==> src/rtl/dram_bank_sel_decoder_if.sv <==
// Handshake bundle for dram_bank_sel_decoder.
//   master : command scheduler side (drives request, accepts select)
//   slave  : decoder side
// Signals:
//   in_valid/in_ready/in_addr      request handshake and bank address
//   out_valid/out_ready            registered select handshake
//   out_onehot/out_addr            one-hot and binary bank select
//   busy                           per-bank busy flags
interface dram_bank_sel_decoder_if #(
   parameter int unsigned ADDR_W = 3
);
   localparam int unsigned NUM_OUT = 2 ** ADDR_W;

   logic               in_valid;
   logic               in_ready;
   logic [ADDR_W-1:0]  in_addr;
   logic               out_valid;
   logic               out_ready;
   logic [NUM_OUT-1:0] out_onehot;
   logic [ADDR_W-1:0]  out_addr;
   logic [NUM_OUT-1:0] busy;

   modport master (
      output in_valid, in_addr, out_ready,
      input  in_ready, out_valid, out_onehot, out_addr, busy
   );

   modport slave (
      input  in_valid, in_addr, out_ready,
      output in_ready, out_valid, out_onehot, out_addr, busy
   );
endinterface

==> src/rtl/dram_bank_sel_decoder.sv <==
// Registered N-to-2^N one-hot bank-select decoder with per-bank busy timers.
// A request is accepted on in_valid && in_ready; the one-hot select appears one
// cycle later and the selected bank is held busy for BUSY_CYC cycles, during
// which further requests to that bank are stalled.
//
// Ports:
//   clk         sole clock, rising edge
//   rst         synchronous, active-high reset
//   bus         dram_bank_sel_decoder_if.slave (request/select handshakes, busy)
//   accept_cnt  saturating count of accepted requests (only when the
//               DRAM_DEC_ACCEPT_CNT_EN macro is defined)
//
// Parameters:
//   ADDR_W    bank address width; NUM_OUT = 2**ADDR_W outputs
//   BUSY_CYC  busy cycles after selection (0 = no blocking)
//   BUSY_W    timer width, BUSY_CYC must be < 2**BUSY_W
//
// Optional feature macro: DRAM_DEC_ACCEPT_CNT_EN
module dram_bank_sel_decoder #(
   parameter int unsigned ADDR_W   = 3,
   parameter int unsigned BUSY_CYC = 4,
   parameter int unsigned BUSY_W   = 3
) (
   input logic                     clk,
   input logic                     rst,
   dram_bank_sel_decoder_if.slave  bus
`ifdef DRAM_DEC_ACCEPT_CNT_EN
   ,
   output logic [15:0]             accept_cnt
`endif
);

   localparam int unsigned NUM_OUT = 2 ** ADDR_W;

   logic                out_valid_q, out_valid_d;
   logic [NUM_OUT-1:0]  out_onehot_q, out_onehot_d;
   logic [ADDR_W-1:0]   out_addr_q, out_addr_d;
   logic [BUSY_W-1:0]   timer_q [NUM_OUT];
   logic [BUSY_W-1:0]   timer_d [NUM_OUT];
   logic [NUM_OUT-1:0]  busy_w;
   logic                in_ready_w;
   logic                accept;

   always_comb begin
      for (int i = 0; i < NUM_OUT; i++) begin
         busy_w[i] = (timer_q[i] != '0);
      end
   end

   // Deliberately independent of in_valid so the scheduler may look before it leaps.
   always_comb begin
      in_ready_w = !rst && (!out_valid_q || bus.out_ready) && !busy_w[bus.in_addr];
   end

   // Gating with in_valid keeps an undriven in_addr out of the state.
   always_comb begin
      accept = bus.in_valid && in_ready_w;
   end

   always_comb begin
      out_valid_d  = out_valid_q;
      out_onehot_d = out_onehot_q;
      out_addr_d   = out_addr_q;
      if (accept) begin
         // Also covers simultaneous drain + accept: overwrite, no bubble.
         out_valid_d  = 1'b1;
         out_onehot_d = NUM_OUT'(1) << bus.in_addr;
         out_addr_d   = bus.in_addr;
      end else if (out_valid_q && bus.out_ready) begin
         // out_addr keeps its last value after a drain.
         out_valid_d  = 1'b0;
         out_onehot_d = '0;
      end
   end

   // Load has priority over decrement on the same bank.
   always_comb begin
      for (int i = 0; i < NUM_OUT; i++) begin
         timer_d[i] = timer_q[i];
         if (accept && (bus.in_addr == ADDR_W'(i))) begin
            timer_d[i] = BUSY_W'(BUSY_CYC);
         end else if (timer_q[i] != '0) begin
            timer_d[i] = timer_q[i] - BUSY_W'(1);
         end
      end
   end

   always_ff @(posedge clk) begin
      if (rst) begin
         out_valid_q  <= 1'b0;
         out_onehot_q <= '0;
         out_addr_q   <= '0;
         for (int i = 0; i < NUM_OUT; i++) begin
            timer_q[i] <= '0;
         end
      end else begin
         out_valid_q  <= out_valid_d;
         out_onehot_q <= out_onehot_d;
         out_addr_q   <= out_addr_d;
         for (int i = 0; i < NUM_OUT; i++) begin
            timer_q[i] <= timer_d[i];
         end
      end
   end

`ifdef DRAM_DEC_ACCEPT_CNT_EN
   logic [15:0] accept_cnt_q, accept_cnt_d;

   always_comb begin
      accept_cnt_d = accept_cnt_q;
      if (accept && (accept_cnt_q != 16'hFFFF)) begin
         accept_cnt_d = accept_cnt_q + 16'd1;
      end
   end

   always_ff @(posedge clk) begin
      if (rst) begin
         accept_cnt_q <= '0;
      end else begin
         accept_cnt_q <= accept_cnt_d;
      end
   end

   assign accept_cnt = accept_cnt_q;
`endif

   assign bus.in_ready   = in_ready_w;
   assign bus.out_valid  = out_valid_q;
   assign bus.out_onehot = out_onehot_q;
   assign bus.out_addr   = out_addr_q;
   assign bus.busy       = busy_w;

endmodule

==> src/flat_wrapper.sv <==
// flat-port wrapper written by rule: the top's interface ports become plain ports
module dram_bank_sel_decoder_flat 
#(
   parameter int unsigned ADDR_W   = 3,
   parameter int unsigned BUSY_CYC = 4,
   parameter int unsigned BUSY_W   = 3
)
  (clk, rst, bus_in_valid, bus_in_addr, bus_out_ready, bus_in_ready, bus_out_valid, bus_out_onehot, bus_out_addr, bus_busy);
  dram_bank_sel_decoder_if #(.ADDR_W(ADDR_W)) bus_i ();
  input logic clk;
  input logic rst;
  input wire logic [$bits(bus_i.in_valid)-1:0] bus_in_valid;
  input wire logic [$bits(bus_i.in_addr)-1:0] bus_in_addr;
  input wire logic [$bits(bus_i.out_ready)-1:0] bus_out_ready;
  output wire logic [$bits(bus_i.in_ready)-1:0] bus_in_ready;
  output wire logic [$bits(bus_i.out_valid)-1:0] bus_out_valid;
  output wire logic [$bits(bus_i.out_onehot)-1:0] bus_out_onehot;
  output wire logic [$bits(bus_i.out_addr)-1:0] bus_out_addr;
  output wire logic [$bits(bus_i.busy)-1:0] bus_busy;
  assign bus_i.in_valid = bus_in_valid;
  assign bus_i.in_addr = bus_in_addr;
  assign bus_i.out_ready = bus_out_ready;
  assign bus_in_ready = bus_i.in_ready;
  assign bus_out_valid = bus_i.out_valid;
  assign bus_out_onehot = bus_i.out_onehot;
  assign bus_out_addr = bus_i.out_addr;
  assign bus_busy = bus_i.busy;
  dram_bank_sel_decoder #(.ADDR_W(ADDR_W), .BUSY_CYC(BUSY_CYC), .BUSY_W(BUSY_W)) u_core (.clk(clk), .rst(rst), .bus(bus_i));
endmodule
==> config.mk <==
export PLATFORM = sky130hd
export DESIGN_NAME = dram_bank_sel_decoder_flat
export DESIGN_NICKNAME = d
export VERILOG_FILES = /design/src/rtl/dram_bank_sel_decoder_if.sv /design/src/rtl/dram_bank_sel_decoder.sv /design/src/flat_wrapper.sv
export SDC_FILE = /design/constraint.sdc
export NUM_CORES = 1
export LEC_CHECK = 0
export ABC_AREA = 0
export CAP_MARGIN = 10
export CORE_MARGIN = 2
export CORE_UTILIZATION = 35
export DETAILED_ROUTE_END_ITERATION = 10
export SLEW_MARGIN = 20
export SYNTH_ARGS = -nofsm -noshare
export SYNTH_HDL_FRONTEND = slang
export SYNTH_SLANG_ARGS = --single-unit
==> constraint.sdc <==
create_clock -name clk -period 2.07 [get_ports clk]
set_input_delay 0.414 -clock clk [delete_from_list [all_inputs] [get_ports clk]]
set_output_delay 0.414 -clock clk [all_outputs]
set_load 0.02 [all_outputs]
==> implementation parameters <==
Parameter                              Value

Timing
  Sum Neg Setup Slack ... -0.0905 ns
  Hold slack final ... 0.487 ns
  Minimum clock period after layout ... 2.16 ns
  Fin. max-slew vios ... 0
  Slew at the pin with the worst max-slew slack ... 0.941 ns
  Setup repair after global routing missed its margin ... yes
  Final-report hold violation count ... 0
  Relative slew margins ... 37.3%
  Timing-limited maximum frequency ... 0.463 GHz
  Share of the clock period used by the worst path after layout ... 104%
  Endpoints failing setup ... 1
  Final WS setup ... -0.0905 ns
  Setup skew after layout ... 0.00379 ns

Critical path
  Setup crit start kind ... flip-flop
  Reg2reg setup slack ... 0.07 ns
  Worst-path cell with the longest stage delay ... sky130_fd_sc_hd__dfxtp_2
  Type of destination of the critical path ... output port
  Origin of the worst setup path ... u_core.timer_q[0][15]
  Number of cell instances on the worst register-to-register path ... 9
  Delay of the slowest critical-path stage ... 0.34 ns
  Endpoint of the lowest-slack register-to-register path ... u_core.bus.out_addr[0]
  Data required time at the worst endpoint ... 1.66 ns
  Crit-path most repeated cell ... sky130_fd_sc_hd__ha_4
  Cell breakdown of the critical path ... inv_2 > ha_4 > ha_4 > mux2_4 > a2bb2oi_4 > and3_4 > buf_6
  Largest fanout of any net on the critical path ... 2
  Startpoint-to-endpoint class of the critical path ... reg -> out
  Kind of cell adding the most delay to the critical path ... flip-flops
  Reg-to-reg startpoint ... u_core.timer_q[0][15]
  Crit path DAT ... 1.75 ns
  Worst path bufs/invs ... 2

Synth
  Area share of the largest cell type after synthesis ... 35.8%
  Fraction of synthesis flops using an asynchronous set or reset pin ... 0%
  Mapped Nets ... 253
  Post-synthesis cell area ... 2010 um^2
  Average cell area after synthesis ... 9.06 um^2
  Post-synthesis sequential area ratio ... 35.8%
  Number of register bits inferred by synthesis ... 36
  Number of warning messages in the yosys log ... 0
  Synth Instances ... 222
  Main synth FF type ... sky130_fd_sc_hd__dfxtp_1
  Synth area leader ... sky130_fd_sc_hd__dfxtp_1
  Leading cell types by count after synthesis ... 41 x sky130_fd_sc_hd__inv_1, 36 x sky130_fd_sc_hd__dfxtp_1, 24 x sky130_fd_sc_hd__ha_1
  Most frequent cell after synthesis ... sky130_fd_sc_hd__inv_1
  Post-synth EDFFs ... 0
  Leading cell types by total area after synthesis ... sky130_fd_sc_hd__dfxtp_1 36%, sky130_fd_sc_hd__ha_1 15%, sky130_fd_sc_hd__inv_1 7.6%
  Count of different cell masters after synthesis ... 27

Final layout
  Number of inserted filler cells in the final layout ... 543
  Final Net Count ... 309
  Syn-to-layout area delta ... 37.1%
  Sequential Area ... 726 um^2
  Area taken by multi-input logic gates ... 1170 um^2
  Total inserted antenna cells ... 0
  Share of post-route cells with drive strength above 1 ... 29.4%
  Post-route insts no fill ... 351
  Post-route design area ... 2760 um^2

Drt
  Post-route DRC ... 0
  Initial drt markers ... 98
  Via count ... 1,636
  Final routed wire length divided by cell count ... 12.7 um
  Total wire length after detailed routing ... 4440 um
  Post-route ant nets ... 0
  Number of optimization iterations in the first detailed-route pass ... 4
  Via-to-Cell Ratio ... 4.66

CTS
  Clock root buffer master ... sky130_fd_sc_hd__clkbuf_8
  Post-CTS Hold Buffers ... 0
  CTS sink cnt ... 36
  CTS HTree Levels ... 2
  Source-to-sink clock delay at the later pin of the worst-skew pair ... 0.29 ns
  Clock buffer depth ... 2
  Clock buffer count from CTS ... 5
  Clock input transition at the sequential cells of the worst setup and hold paths ... 0.07 ns
  CTS tree ... built

Floorplan
  Total die area ... 6370 um^2
  Horizontal die dimension ... 79.8 um
  Core area ... 5540 um^2
  Site row count ... 27
  Starting density of the core ... 36.3%
  Chip height ... 79.8 um
  Number of primary I/O pins ... 28

Min path
  Launch point of the worst hold path ... u_core.bus.out_onehot[5]
  Classification of the worst-slack hold path ... reg -> reg
  Hold Crit Endpoint ... u_core.bus.out_onehot[5]
  Worst hold path stage count ... 1

Place
  Cell Area, Placed ... 2560 um^2
  Detail Placement HPWL ... 3060 um
  Gp weighted congestion ... 0.746
  Post-placement cell count ... 342
  Port buffer count ... 27

Global routing
  Maximum number of pins on one net before global-route repair ... 20
  Wire length of the first global-routing pass ... 7460 um
  Total global routing overflow ... 0
  Global-route total usage across every layer ... 15.2%
  Vias in the first global route ... 1,583
  Number of antenna violations at the first check in global routing ... 0

Outcome
  Status ... finished with violations
  Violations in the final reports ... setup timing

Job
  Max-cap viol count ... 0

Power
  Power density over the cells ... 1280 nW/um^2
  Maximum VDD drop ... 0.000595 V
  Leakage power ... 1.33 nW
  Overall power ... 3.52 mW
==> worst reg2reg max path: cells and delay by family (launching register included) <==
kind | cells | cell delay, ns
muxes | 2 | 0.63
DFF | 1 | 0.34
adders and majority gates | 2 | 0.32
buffers and inverters | 3 | 0.31
AOI/OAI and AO/OA | 1 | 0.15
and+or+nand+nor | 1 | 0.14
==> routing by layer <==
metal / up-vias / wire length [um] / global-route usage [%]
met5: - / 0 / 0
met4: 0 / 42 / 4.07
met3: 5 / 196 / 4.64
met2: 36 / 2060 / 23.3
met1: 761 / 2140 / 20.6
li1: 834 / - / -
==> registers in the layout, summed over array words and instances, names as in the netlist <==
signal / cells
u_core.timer_q: 24
u_core.bus.out_onehot: 8
u_core.bus.out_addr: 3
u_core.bus.out_valid: 1
==> through the flow <==
| step | utilization, % | setup WS (ns) |
|---|---|---|
| after floorplan | - | 0.104 |
| after global placement | 46.1 | -0.561 |
| after detailed placement | 46.1 | -0.569 |
| after CTS | 47.5 | -0.235 |
| after global routing | 49.8 | -0.166 |
| final | 49.8 | -0.0905 |
==> power by group <==
group / leakage [nW] / internal (mW) / total (mW) / switching (mW)
clock: 0.0455 / 0.271 / 0.513 / 0.241
combinational: 0.993 / 0.988 / 2.07 / 1.08
sequential: 0.296 / 0.865 / 0.945 / 0.0807
==> cells in the final DEF (no fill, tap or decap), types with 3 or more instances in the layout <==
| cell | count |
|---|---|
| sky130_fd_sc_hd__a21oi_1 | 18 |
| sky130_fd_sc_hd__a31o_2 | 8 |
| sky130_fd_sc_hd__and3_1 | 6 |
| sky130_fd_sc_hd__buf_4 | 35 |
| sky130_fd_sc_hd__clkbuf_2 | 4 |
| sky130_fd_sc_hd__clkbuf_8 | 6 |
| sky130_fd_sc_hd__clkdlybuf4s50_1 | 16 |
| sky130_fd_sc_hd__dfxtp_1 | 32 |
| sky130_fd_sc_hd__dfxtp_2 | 4 |
| sky130_fd_sc_hd__dlygate4sd2_1 | 3 |
| sky130_fd_sc_hd__ha_1 | 18 |
| sky130_fd_sc_hd__ha_4 | 4 |
| sky130_fd_sc_hd__inv_1 | 38 |
| sky130_fd_sc_hd__inv_2 | 3 |
| sky130_fd_sc_hd__mux2i_1 | 8 |
| sky130_fd_sc_hd__nand3_1 | 6 |
| sky130_fd_sc_hd__nor2_1 | 11 |
| sky130_fd_sc_hd__nor2b_1 | 6 |
| sky130_fd_sc_hd__nor3_1 | 16 |
| sky130_fd_sc_hd__xor2_1 | 8 |
==> worst max-delay path by stage <==
| stage | endpoint | slack (ns) | depth (start not counted) |
|---|---|---|---|
| detailed placement | bus_in_ready | -0.57 | 6 |
| global route | bus_in_ready | -0.17 | 7 |
| floorplan | bus_in_ready | 0.10 | 7 |
| global placement | bus_in_ready | -0.56 | 6 |
| finish | bus_in_ready | -0.09 | 7 |
| CTS | bus_in_ready | -0.23 | 7 |
==> logic make-up (layout without fill, tap and decap cells) <==
family / count (synthesis) / after routing / synth area share [%]
xor+xnor: 8 / 8 / 3.48
simple gates: 56 / 56 / 16.5
buf+inv: 55 / 112 / 11.6
flops: 36 / 36 / 35.8
compound gates: 28 / 28 / 9.76
fa+ha+maj: 24 / 24 / 14.9
mux: 15 / 15 / 7.90
==> area by class of cell <==
type	count	share of cell area [%]
well taps	72	3.27
inverters	41	5.58
clock buffers	8	3.27
flip-flops and latches	36	26.3
multi-input cells	131	42.5
repair buffers	63	19.1
==> repair_timing <==
action,4_1_cts,5_1_grt
setup buffers,0,1
pin swaps,0,4
setup endpoints to repair,9,20
cloned,0,0
resized for setup,13,39
Note: power is estimated with default switching activity, not from simulation.
